$ cat src/rtl/usb_pkg.sv
// Shared definitions for the reconfigurable switch box: side indices,
// select codes, configuration FSM states and the per-output select helper.
package usb_pkg;

    localparam int CFG_BITS_PER_TRACK = 8;

    // Side indices; also the 2-bit field slot inside a track's config byte
    localparam int SIDE_N = 0;
    localparam int SIDE_E = 1;
    localparam int SIDE_S = 2;
    localparam int SIDE_W = 3;

    // Select codes: CWn picks the side n steps clockwise from the output side
    localparam logic [1:0] SEL_OFF = 2'b00;
    localparam logic [1:0] SEL_CW1 = 2'b01;
    localparam logic [1:0] SEL_CW2 = 2'b10;
    localparam logic [1:0] SEL_CW3 = 2'b11;

    typedef enum logic [1:0] {
        ST_IDLE   = 2'd0,
        ST_SHIFT  = 2'd1,
        ST_COMMIT = 2'd2
    } cfg_state_t;

    // Resolve one output from its select code and its three candidate inputs,
    // which the caller passes already in clockwise order from the output side.
    function automatic logic route_pick(
        input logic [1:0] sel,
        input logic       cw1,
        input logic       cw2,
        input logic       cw3
    );
        logic result;
        case (sel)
            SEL_CW1: result = cw1;
            SEL_CW2: result = cw2;
            SEL_CW3: result = cw3;
            default: result = 1'b0;
        endcase
        return result;
    endfunction

endpackage

$ cat src/rtl/usb_track_mux.sv
// Combinational routing for a single track index: four side inputs, one
// config byte (2 bits per output side), four side outputs.
module usb_track_mux
    import usb_pkg::*;
(
    input  logic [3:0] side_in,
    input  logic [7:0] cfg,
    output logic [3:0] side_out
);

    // Clockwise candidate order per output side: N:E,S,W  E:S,W,N  S:W,N,E  W:N,E,S
    assign side_out[SIDE_N] = route_pick(cfg[2*SIDE_N+1 : 2*SIDE_N],
                                         side_in[SIDE_E], side_in[SIDE_S], side_in[SIDE_W]);
    assign side_out[SIDE_E] = route_pick(cfg[2*SIDE_E+1 : 2*SIDE_E],
                                         side_in[SIDE_S], side_in[SIDE_W], side_in[SIDE_N]);
    assign side_out[SIDE_S] = route_pick(cfg[2*SIDE_S+1 : 2*SIDE_S],
                                         side_in[SIDE_W], side_in[SIDE_N], side_in[SIDE_E]);
    assign side_out[SIDE_W] = route_pick(cfg[2*SIDE_W+1 : 2*SIDE_W],
                                         side_in[SIDE_N], side_in[SIDE_E], side_in[SIDE_S]);

endmodule

$ cat src/rtl/universal_switch_box_rcfg.sv
// Runtime-reconfigurable unidirectional switch box. Configuration arrives
// serially into a shadow register and is committed to the active register
// in one cycle, so routing never sees a half-loaded configuration.
module universal_switch_box_rcfg
    import usb_pkg::*;
#(
    parameter int W       = 8,
    parameter bit REG_OUT = 1'b0
) (
    input  logic         clk,
    input  logic         rst,
    input  logic [W-1:0] north_in,
    input  logic [W-1:0] east_in,
    input  logic [W-1:0] south_in,
    input  logic [W-1:0] west_in,
    output logic [W-1:0] north_out,
    output logic [W-1:0] east_out,
    output logic [W-1:0] south_out,
    output logic [W-1:0] west_out,
    input  logic         cfg_start,
    input  logic         cfg_bit,
    input  logic         cfg_bit_valid,
    output logic         cfg_scan_out,
    output logic         cfg_busy,
    output logic         cfg_done
);

    localparam int CW    = CFG_BITS_PER_TRACK * W;
    localparam int CNT_W = $clog2(CW + 1);

    cfg_state_t      state;
    logic [CW-1:0]   shadow;
    logic [CW-1:0]   active;
    logic [CNT_W-1:0] counter;

    logic [W-1:0] route_n;
    logic [W-1:0] route_e;
    logic [W-1:0] route_s;
    logic [W-1:0] route_w;

    // Load sequencer: shifts serial bits into the shadow and commits them atomically
    always_ff @(posedge clk or posedge rst) begin
        if (rst) begin
            state        <= ST_IDLE;
            shadow       <= '0;
            active       <= '0;
            counter      <= '0;
            cfg_scan_out <= 1'b0;
            cfg_busy     <= 1'b0;
            cfg_done     <= 1'b0;
        end else begin
            case (state)
                ST_IDLE: begin
                    cfg_done <= 1'b0;
                    if (cfg_start) begin
                        state    <= ST_SHIFT;
                        counter  <= '0;
                        cfg_busy <= 1'b1;
                    end
                end
                ST_SHIFT: begin
                    if (cfg_bit_valid) begin
                        shadow       <= {cfg_bit, shadow[CW-1:1]};
                        cfg_scan_out <= shadow[0];
                        counter      <= counter + 1'b1;
                        if (counter == CNT_W'(CW - 1)) begin
                            state    <= ST_COMMIT;
                            cfg_done <= 1'b1;
                        end
                    end
                end
                ST_COMMIT: begin
                    active   <= shadow;
                    cfg_done <= 1'b0;
                    cfg_busy <= 1'b0;
                    state    <= ST_IDLE;
                end
                default: begin
                    state    <= ST_IDLE;
                    cfg_busy <= 1'b0;
                    cfg_done <= 1'b0;
                end
            endcase
        end
    end

    // One routing mux per track index, each fed by its own config byte
    for (genvar t = 0; t < W; t++) begin : g_track
        logic [3:0] track_in;
        logic [3:0] track_out;

        assign track_in[SIDE_N] = north_in[t];
        assign track_in[SIDE_E] = east_in[t];
        assign track_in[SIDE_S] = south_in[t];
        assign track_in[SIDE_W] = west_in[t];

        usb_track_mux u_mux (
            .side_in  (track_in),
            .cfg      (active[CFG_BITS_PER_TRACK*t +: CFG_BITS_PER_TRACK]),
            .side_out (track_out)
        );

        assign route_n[t] = track_out[SIDE_N];
        assign route_e[t] = track_out[SIDE_E];
        assign route_s[t] = track_out[SIDE_S];
        assign route_w[t] = track_out[SIDE_W];
    end

    if (REG_OUT) begin : g_reg_out
        // Pipeline stage for registered fabric channels
        always_ff @(posedge clk or posedge rst) begin
            if (rst) begin
                north_out <= '0;
                east_out  <= '0;
                south_out <= '0;
                west_out  <= '0;
            end else begin
                north_out <= route_n;
                east_out  <= route_e;
                south_out <= route_s;
                west_out  <= route_w;
            end
        end
    end else begin : g_comb_out
        assign north_out = route_n;
        assign east_out  = route_e;
        assign south_out = route_s;
        assign west_out  = route_w;
    end

endmodule

$ cat config.mk
export PLATFORM = sky130hd
export DESIGN_NAME = universal_switch_box_rcfg
export DESIGN_NICKNAME = d
export VERILOG_FILES = /design/src/rtl/usb_pkg.sv /design/src/rtl/usb_track_mux.sv /design/src/rtl/universal_switch_box_rcfg.sv
export SDC_FILE = /design/constraint.sdc
export NUM_CORES = 1
export LEC_CHECK = 0
export ABC_AREA = 1
export ABC_CLOCK_PERIOD_IN_PS = 8450
export CORE_ASPECT_RATIO = 1.75
export CORE_UTILIZATION = 61
export CTS_CLUSTER_DIAMETER = 150
export DETAILED_ROUTE_END_ITERATION = 7
export GPL_ROUTABILITY_DRIVEN = 0
export PLACE_DENSITY = 0.91
export SLEW_MARGIN = 10
export SYNTH_ARGS = -nofsm -noshare
export SYNTH_HDL_FRONTEND = slang
export SYNTH_HIERARCHICAL = 1
export SYNTH_SLANG_ARGS = --single-unit
export TNS_END_PERCENT = 20
$ cat constraint.sdc
create_clock -name clk -period 8.45 [get_ports clk]
set_input_delay 0.845 -clock clk [delete_from_list [all_inputs] [get_ports clk]]
set_output_delay 0.845 -clock clk [all_outputs]
set_load 0.02 [all_outputs]
Yosys cells after proc, flatten, opt, wreduce, memory -nomap -nowiden
Cells that the tools add are included.
{"block": "word_totals", "regBits": 140, "latchBits": 0, "ramBits": 0, "rom_bits": 0, "input_bits": 37, "out_inout_bits": 35, "elab_cells": 162, "mem_count": 0}
{"block": "classes", "add_sub_neg": 1, "multipliers": 0, "div": 0, "magnitude_cmp": 0, "eq_ne": 102, "shift": 0, "muxes": 44, "bitwise_logic": 1, "reduce_logical": 7}
{"operator": "== test 2 bit (second input constant)", "count": 65}
{"operator": "case mux 1 bit (3 select lines)", "count": 32}
{"operator": "== test 2 x 1 -> 1 bit (second input constant)", "count": 33}
{"operator": "two-way mux 7 bit", "count": 2}
{"operator": "case mux 7 bit (2 select lines)", "count": 1}
{"operator": "adder 7 x 1 -> 7 bit (second input constant)", "count": 1}
{"operator": "== test 7 x 6 -> 1 bit (second input constant)", "count": 1}
{"operator": "two-way mux 2 bit", "count": 3}
{"operator": "!= test 2 bit (second input constant)", "count": 3}
{"operator": "AND reduction 2 bit", "count": 3}
{"operator": "AND reduction 3 bit", "count": 2}
{"operator": "two-way mux 1 bit", "count": 4}
{"operator": "case mux 2 bit (2 select lines)", "count": 1}
{"operator": "zero test 2 bit", "count": 1}
{"operator": "case mux 1 bit (2 select lines)", "count": 1}
{"operator": "nonzero test 2 bit", "count": 1}
{"operator": "NOT 1 bit", "count": 1}

Logic depth before layout (Yosys ltp)
Gate-level depths: netlist of the first run.
{"block": "depth", "depth_word": 4, "depth_mapped": 8, "mapped_depth_nobuf": 7}

By module
The synthesis of the first run kept the hierarchy.
{"module": "universal_switch_box_rcfg", "instances": 1, "cells_per_inst": 550, "area_per_inst_um2": 5604.1, "seq_area_each_um2": 3503.4}
{"module": "usb_track_mux", "instances": 8, "cells_per_inst": 24, "area_per_inst_um2": 110.1, "seq_area_each_um2": 0.0}

Worst setup path before layout of the first run
OpenSTA, ideal clock, no wires.
{"block": "synth_timing", "kind": "input to output", "start": "in south_in[0]", "end": "out east_out[0]", "arrival_time_ns": 1.098, "t_required_ns": 7.605, "path_slack_ns": 6.507, "cell_stages": 2, "path_buffers": 0, "cell_sequence": "nand3_1 -> nand3_1"}
{"block": "synth_via", "elab_chain_len": 1}
{"element": "start: declaration", "line_no": "universal_switch_box_rcfg.sv:14", "source": "input logic [W-1:0] south_in,"}
{"element": "case mux 1 bit (3 select lines)", "line_no": "usb_pkg.sv:34", "source": "case (sel)"}
{"element": "end: declaration", "line_no": "universal_switch_box_rcfg.sv:17", "source": "output logic [W-1:0] east_out,"}
Every way passes these cells.

Worst setup path in the final report of the first run
{"block": "layout_timing", "start": "in north_in[0]", "end": "out west_out[0]"}
{"block": "layout_via", "elab_chain_len": 1}
{"element": "start: declaration", "line_no": "universal_switch_box_rcfg.sv:12", "source": "input logic [W-1:0] north_in,"}
{"element": "case mux 1 bit (3 select lines)", "line_no": "usb_pkg.sv:34"}
{"element": "end: declaration", "line_no": "universal_switch_box_rcfg.sv:19", "source": "output logic [W-1:0] west_out,"}
Every way passes these cells.

==> metrics.md, run 1 <==
| Metric | Value |
|---|---|
| Grt total ovfl | `0` |
| Final cell count without fillers | `944` |
| Worst path max stage delay | `0.68 ns` |
| Seq pwr share | `43.6%` |
| TNS Setup | `0 ns` |
| Layout area overhead | `20.8%` |
| Post-CTS Resized | `0` |
| Count of nets after finishing | `842` |
| Stages on the worst setup path | `4` |
| Seq/Total Area, Yosys | `54.0%` |
| Chip Height | `138 µm` |
| Switching portion of total power | `23.6%` |
| Synth Register Bits | `140` |
| Core ar. | `10300 µm²` |
| Antenna-violating nets left | `0` |
| Hold Crit Depth | `2` |
| Hold Path Class | `reg -> reg` |
| Max-slew headroom | `25.9%` |
| WHS | `0.478 ns` |
| R2R setup slack | `6.49 ns` |
| Port buffer count | `71` |
| Via-to-Cell Ratio | `5.53` |
| Setup violators final | `0` |
| Initial antenna violation count | `0` |
| Combinational power share | `9.1%` |
| First-pass GRT wire length | `23700 µm` |
| WL/cell | `14.6 µm` |
| Critical Path Slowest Stage Cell | `clkdlybuf4s50_1` |
| Num CTS Buffers | `17` |
| CP max FO | `3` |
| Synthesized Nets | `780` |
| Routed WL | `13800 µm` |
| DR vias | `5216` |
| Worst path required time | `7.61 ns` |
| Worst-margin pin slew | `1.11 ns` |
| Share of cells above drive strength 1 | `12.9%` |
| Cell family with most CP delay | `buffers and inverters` |
| Most used routing layer | `met2` |
| PwrDens | `218 nW/µm²` |
| Critical path startpoint category | `input port` |
| Met3 Usage GRT | `5.94%` |
| Sink Count | `140` |
| Crit Path Class | `in -> out` |
| RSZ-0062 raised after global routing | `false` |
| DP Wirelength | `8780 µm` |
| Avg Inst Size Synth | `8.74 µm²` |
| Setup Fix Bufs, Post-CTS | `0` |
| Crit path arrival time | `2.27 ns` |
| Crit end category | `output pin` |
| Overall Global Routing Usage | `27.6%` |
| Clk slew on worst S/H paths | `0.06 ns` |
| Detailed Routing Iterations Pass 1 | `5` |
| Max-Cap Viols | `0` |
| Synth unique cells | `20` |
| Largest net degree at the start of global routing | `138` |
| WP buf/inv | `2` |
| Die area | `11100 µm²` |
| M2 GR Usage | `48.9%` |
| FF-to-FF path depth | `6` |
| Fin crit share | `36.9%` |
| Cts hold-fix bufs | `0` |
| Clock Path Buffers | `2` |
| Fill cells | `680` |
| I/O pin cnt | `72` |
| LEAKAGE | `0.00337 µW` |
| Clock group share of total power | `47.4%` |
| Max Clock Skew | `0.00830 ns` |
| Status | `finished clean` |
| H-tree levels | `4` |
| Die Span X | `79.9 µm` |
| YS warnings | `6` |
| DRC | `0` |
| M1 GR Usage | `30.9%` |
| Worst vdd ir | `0.160 mV` |
| FP Rows | `49` |
| Internal power | `1310 µW` |
| Vias in the first global route | `5377` |
| Antenna cells | `0` |
| Cell Area, Synth | `6480 µm²` |
| Fmax | `321 MHz` |
| CTS tree | `done` |
| Initial Util | `63.0%` |
| Period minus WS final | `3.12 ns` |
| Net Switching | `403 µW` |
| Initial DRC count | `258` |
| Worst-path cell chain | `clkdlybuf4s50_1 -> nand3_1 -> nand3_1 -> clkdlybuf4s50_1` |
| Clock latency on the worst-skew pair | `0.41 ns` |
| Final Hold Viols | `0` |
| Dpl cells | `912` |
| Post-Syn Instances | `742` |
| Root buffer cell | `clkbuf_16` |
| Fin. max-slew vios | `0` |
[layout make-up]
cell class | instances | area [µm²] | area share (%)
multi-input combinational | 435 | 2280 | 29.1
inverter | 138 | 523 | 6.68
tap | 127 | 159 | 2.03
clock inverter | 12 | 193 | 2.46
sequential | 140 | 3500 | 44.7
timing repair buffer | 72 | 718 | 9.17
clock buffer | 20 | 457 | 5.83
[final timing paths]
kind	start	endpoint
min in group asynchronous	rst	active[25]$_DFFE_PP0N_
hold reg to reg	shadow[50]$_DFFE_PP0P_	shadow[50]$_DFFE_PP0P_
hold / removal	shadow[50]$_DFFE_PP0P_	shadow[50]$_DFFE_PP0P_
setup / recovery	north_in[0]	west_out[0]
max in group asynchronous	rst	active[50]$_DFFE_PP0N_
setup reg to reg	state[1]$_DFFE_PP0P_	counter[5]$_DFFE_PP0P_
[synth_stat cells, drive strengths merged]
library cell | count | share of area (%)
clkbuf | 6 | 0.35
nand3 | 138 | 11
o21ai | 134 | 14
buf | 23 | 2.8
inv | 138 | 8.0
dfrtp | 140 | 54
nand2 | 150 | 8.8
nor2 | 7 | 0.52
ha | 1 | 0.19
a21oi | 2 | 0.15
nor3 | 1 | 0.077
nand4 | 2 | 0.19
[cell usage in the layout (no fill, tap or decap), drive strengths merged, types with 4 or more instances in the layout]
cell and count:
nand2 150, dfrtp 140, nand3 138, inv 138
o21ai 134, clkdlybuf4s50 71, clkbuf 20, nor2 7
bufinv 5, clkinv 4
[worst min-delay path, stage by stage, from the launching register on]
cell and delay, ns:
dfrtp_1 0.34, nand2_1 0.06, o21ai_2 0.05
[registers in the layout, summed over array words and instances, names as in the netlist]
name	cells
active	64
cfg_scan_out	1
state	2
shadow	64
counter	7
cfg_busy	1
cfg_done	1
[power by group through the flow]
stage               Sequential [µW]  Combinational [µW]  Clock [µW]
global route                    751                 173         846
CTS                             744                 156         815
floorplan                       746                 118           0
finish                          744                 155         809
global placement                750                 144           0
detailed placement              754                 153           0
[metrics by stage]
stage / setup slack (ns) / instance area, µm² / utilization (%) / total power [µW]
after floorplan: 3.85 / 6480 / - / 864
after global placement: 5.40 / 7180 / 69.7 / 894
after detailed placement: 5.36 / 7180 / 69.7 / 908
after CTS: 5.36 / 7830 / 76.0 / 1720
after global routing: 5.30 / 7830 / 76.0 / 1770
final: 5.33 / 7830 / 76.0 / 1710
[per-layer routing]
layer / vias to the layer above / wire [µm]
met5: - / 0
met4: 0 / 435
met3: 37 / 469
met2: 139 / 7530
met1: 2543 / 5320
li1: 2497 / -
[logic make-up (layout without fill, tap and decap cells)]
| family | Yosys count | in the layout | synth area share, % |
|---|---|---|---|
| adder cells (fa/ha/maj) | 1 | 1 | 0.193 |
| AO/OA/AOI/OAI | 136 | 136 | 14.3 |
| flip-flops | 140 | 140 | 54.0 |
| buffers and inverters | 167 | 242 | 11.2 |
| AND/OR/NAND/NOR | 298 | 298 | 20.4 |
Note: power is estimated with default switching activity, not from simulation.
==> run 2: changes to the inputs <==
- ABC_CLOCK_PERIOD_IN_PS: 8450 -> 2900
- CORE_UTILIZATION: 61 -> 56
- PLACE_DENSITY: 0.91 -> 0.85
- clock period: 8.45 -> 2.9 ns (I/O delays scaled with it)
==> metrics.md, run 2 (synthesized netlist as in run 1, its figures left out) <==
| Metric | Value |
|---|---|
| Commonest cells after routing, fill and taps aside | `nand2_1, dfrtp_1, nand3_1` |
| Overall Global Routing Usage | `24.0% (-3.6 points)` |
| R2R setup slack | `1.16 ns (-5.33 ns)` |
| Antenna cells | `0 (unchanged)` |
| Detailed Routing Iterations Pass 1 | `5 (unchanged)` |
| Crit end category | `output pin` |
| Setup Fix Bufs, Post-CTS | `0 (unchanged)` |
| First-pass GRT wire length | `23100 µm (-2.4%)` |
| Reg2reg start | `state[1]$_DFFE_PP0P_` |
| Sink Count | `140 (unchanged)` |
| Layout area overhead | `20.7% (about the same)` |
| Vias in the first global route | `5198 (-3.3%)` |
| R2r endpoint | `shadow[57]$_DFFE_PP0P_` |
| FP Rows | `51 (+4.1%)` |
| TNS Setup | `0 ns (unchanged)` |
| Routed WL | `13300 µm (-3.2%)` |
| Clock Path Buffers | `2 (unchanged)` |
| Biggest regs | `active (64), shadow (64), counter (7)` |
| CP max FO | `4 (+1)` |
| Most common cell after layout, fill and taps aside | `nand2_1` |
| Fmax | `476 MHz` |
| Cell Area, Placed | `7240 µm² (+0.80%)` |
| Largest net degree at the start of global routing | `130 (-5.8%)` |
| H-tree levels | `4 (unchanged)` |
| Crit Path Class | `reg -> out` |
| Die Span X | `83.3 µm (+4.3%)` |
| Post-CTS Resized | `0 (unchanged)` |
| Combinational power share | `9.6% (+0.5 points)` |
| Clock latency on the worst-skew pair | `0.41 ns (about the same)` |
| Antenna-violating nets left | `0 (unchanged)` |
| Initial Util | `57.7% (-5.2 points)` |
| PwrDens | `606 nW/µm² (+180%)` |
| Internal power | `3620 µW (+180%)` |
| DP Wirelength | `8970 µm (+2.2%)` |
| I/O pin cnt | `72 (unchanged)` |
| FF-to-FF path depth | `5 (-1)` |
| WL/cell | `14.0 µm (-4.0%)` |
| Count of nets after finishing | `844 (+0.24%)` |
| Max Clock Skew | `0.00724 ns (-0.00106 ns)` |
| Via-to-Cell Ratio | `5.45 (-1.3%)` |
| Final Hold Viols | `0 (unchanged)` |
| Worst-margin pin slew | `0.678 ns (-0.434 ns)` |
| Seq pwr share | `45.7% (+2.1 points)` |
| Critical path startpoint category | `flop` |
| Cts hold-fix bufs | `0 (unchanged)` |
| Grt total ovfl | `0 (unchanged)` |
| Max-slew headroom | `54.8% (+29 points)` |
| Crit path arrival time | `1.81 ns (-0.46 ns)` |
| DR vias | `5186 (-0.58%)` |
| Net Switching | `1120 µW (+180%)` |
| DRC | `0 (unchanged)` |
| Die area | `12000 µm² (+8.7%)` |
| Root buffer cell | `clkbuf_16` |
| Chip Height | `144 µm (+4.3%)` |
| Max-Cap Viols | `0 (unchanged)` |
| Worst Setup Slack post-DPL | `0.919 ns (-4.44 ns)` |
| Fin crit share | `72.4%` |
| Hold Path Class | `in -> async` |
| Period minus WS final | `2.10 ns` |
| Setup violators final | `0 (unchanged)` |
| Fin. max-slew vios | `0 (unchanged)` |
| Share of cells above drive strength 1 | `12.8% (-0.031 points)` |
| Initial DRC count | `304 (+18%)` |
| Worst vdd ir | `0.492 mV (+210%)` |
| Worst path required time | `2.61 ns (-5.00 ns)` |
| Final WS setup | `0.800 ns (-4.53 ns)` |
| Clock group share of total power | `44.6% (-2.8 points)` |
| Switching portion of total power | `23.7% (+0.13 points)` |
| Finished Cell Area | `7830 µm² (about the same)` |
| LEAKAGE | `0.00338 µW (+0.16%)` |
| Num CTS Buffers | `17 (unchanged)` |
| Port buffer count | `71 (unchanged)` |
| Clk slew on worst S/H paths | `0.06 ns (about the same)` |
| CTS tree | `done` |
| Initial antenna violation count | `0 (unchanged)` |
| Core ar. | `11200 µm² (+9.0%)` |
| WHS | `0.185 ns (-0.292 ns)` |
| Status | `finished clean` |
| RSZ-0062 raised after global routing | `false` |
-- run 2: cell count changes in the layout (fill, tap and decap cells not counted) --
cell and change:
clkbuf_1 +2, buf_12 +3, bufinv_16 -3, buf_4 -1, clkinv_2 +1, clkbuf_8 +3, clkinvlp_4 -2, inv_6 -1
-- run 2: area by class of cell --
type | count | area (µm²)
sequential | 140 | 3500
fill | 842 | 3400
multi-input combinational | 435 | 2280
timing repair buffer | 74 | 771
inverter | 138 | 522
clock buffer | 25 | 505
tap | 132 | 165
clock inverter | 7 | 85.1
-- run 2: how the worst max path moves through the flow --
stage | endpoint | slack [ns] | start | cells after the start
floorplan | active[0]$_DFFE_PP0N_ | 0.86 | rst | 1
global placement | west_out[0] | 0.94 | north_in[0] | 4
detailed placement | west_out[0] | 0.92 | east_in[0] | 4
CTS | west_out[0] | 0.83 | active[7]$_DFFE_PP0N_ | 4
global route | west_out[0] | 0.78 | active[7]$_DFFE_PP0N_ | 4
finish | west_out[0] | 0.80 | active[6]$_DFFE_PP0N_ | 4
-- run 2: routing by layer --
metal	vias up	track usage (%)	share of wire, %
met1	2513	27.1	38
li1	2502	-	-
met5	-	0	0
met4	0	9.98	2.6
met3	36	5.08	3.3
met2	135	43.9	56
-- run 2: power groups by stage --
stage / registers [µW] / logic (µW) / clock network, µW
2_1_floorplan: 2170 / 343 / 0
3_3_place_gp: 2190 / 429 / 0
3_5_place_dp: 2200 / 456 / 0
4_1_cts: 2170 / 465 / 2140
5_1_grt: 2180 / 519 / 2240
6_report: 2170 / 458 / 2120
-- run 2: critical path, stage by stage (launching register included) --
cell and delay, ns:
dfrtp_1 0.43, inv_1 0.08, nand3_1 0.09, nand3_1 0.14
clkdlybuf4s50_1 0.66
-- run 2: metrics by stage --
step / utilization [%] / power (µW) / std cells
6_report: 69.7 / 4740 / 951
5_1_grt: 69.7 / 4940 / 951
4_1_cts: 69.7 / 4780 / 951
3_5_place_dp: 64.5 / 2650 / 919
3_3_place_gp: 64.5 / 2620 / 919
2_1_floorplan: - / 2520 / 742
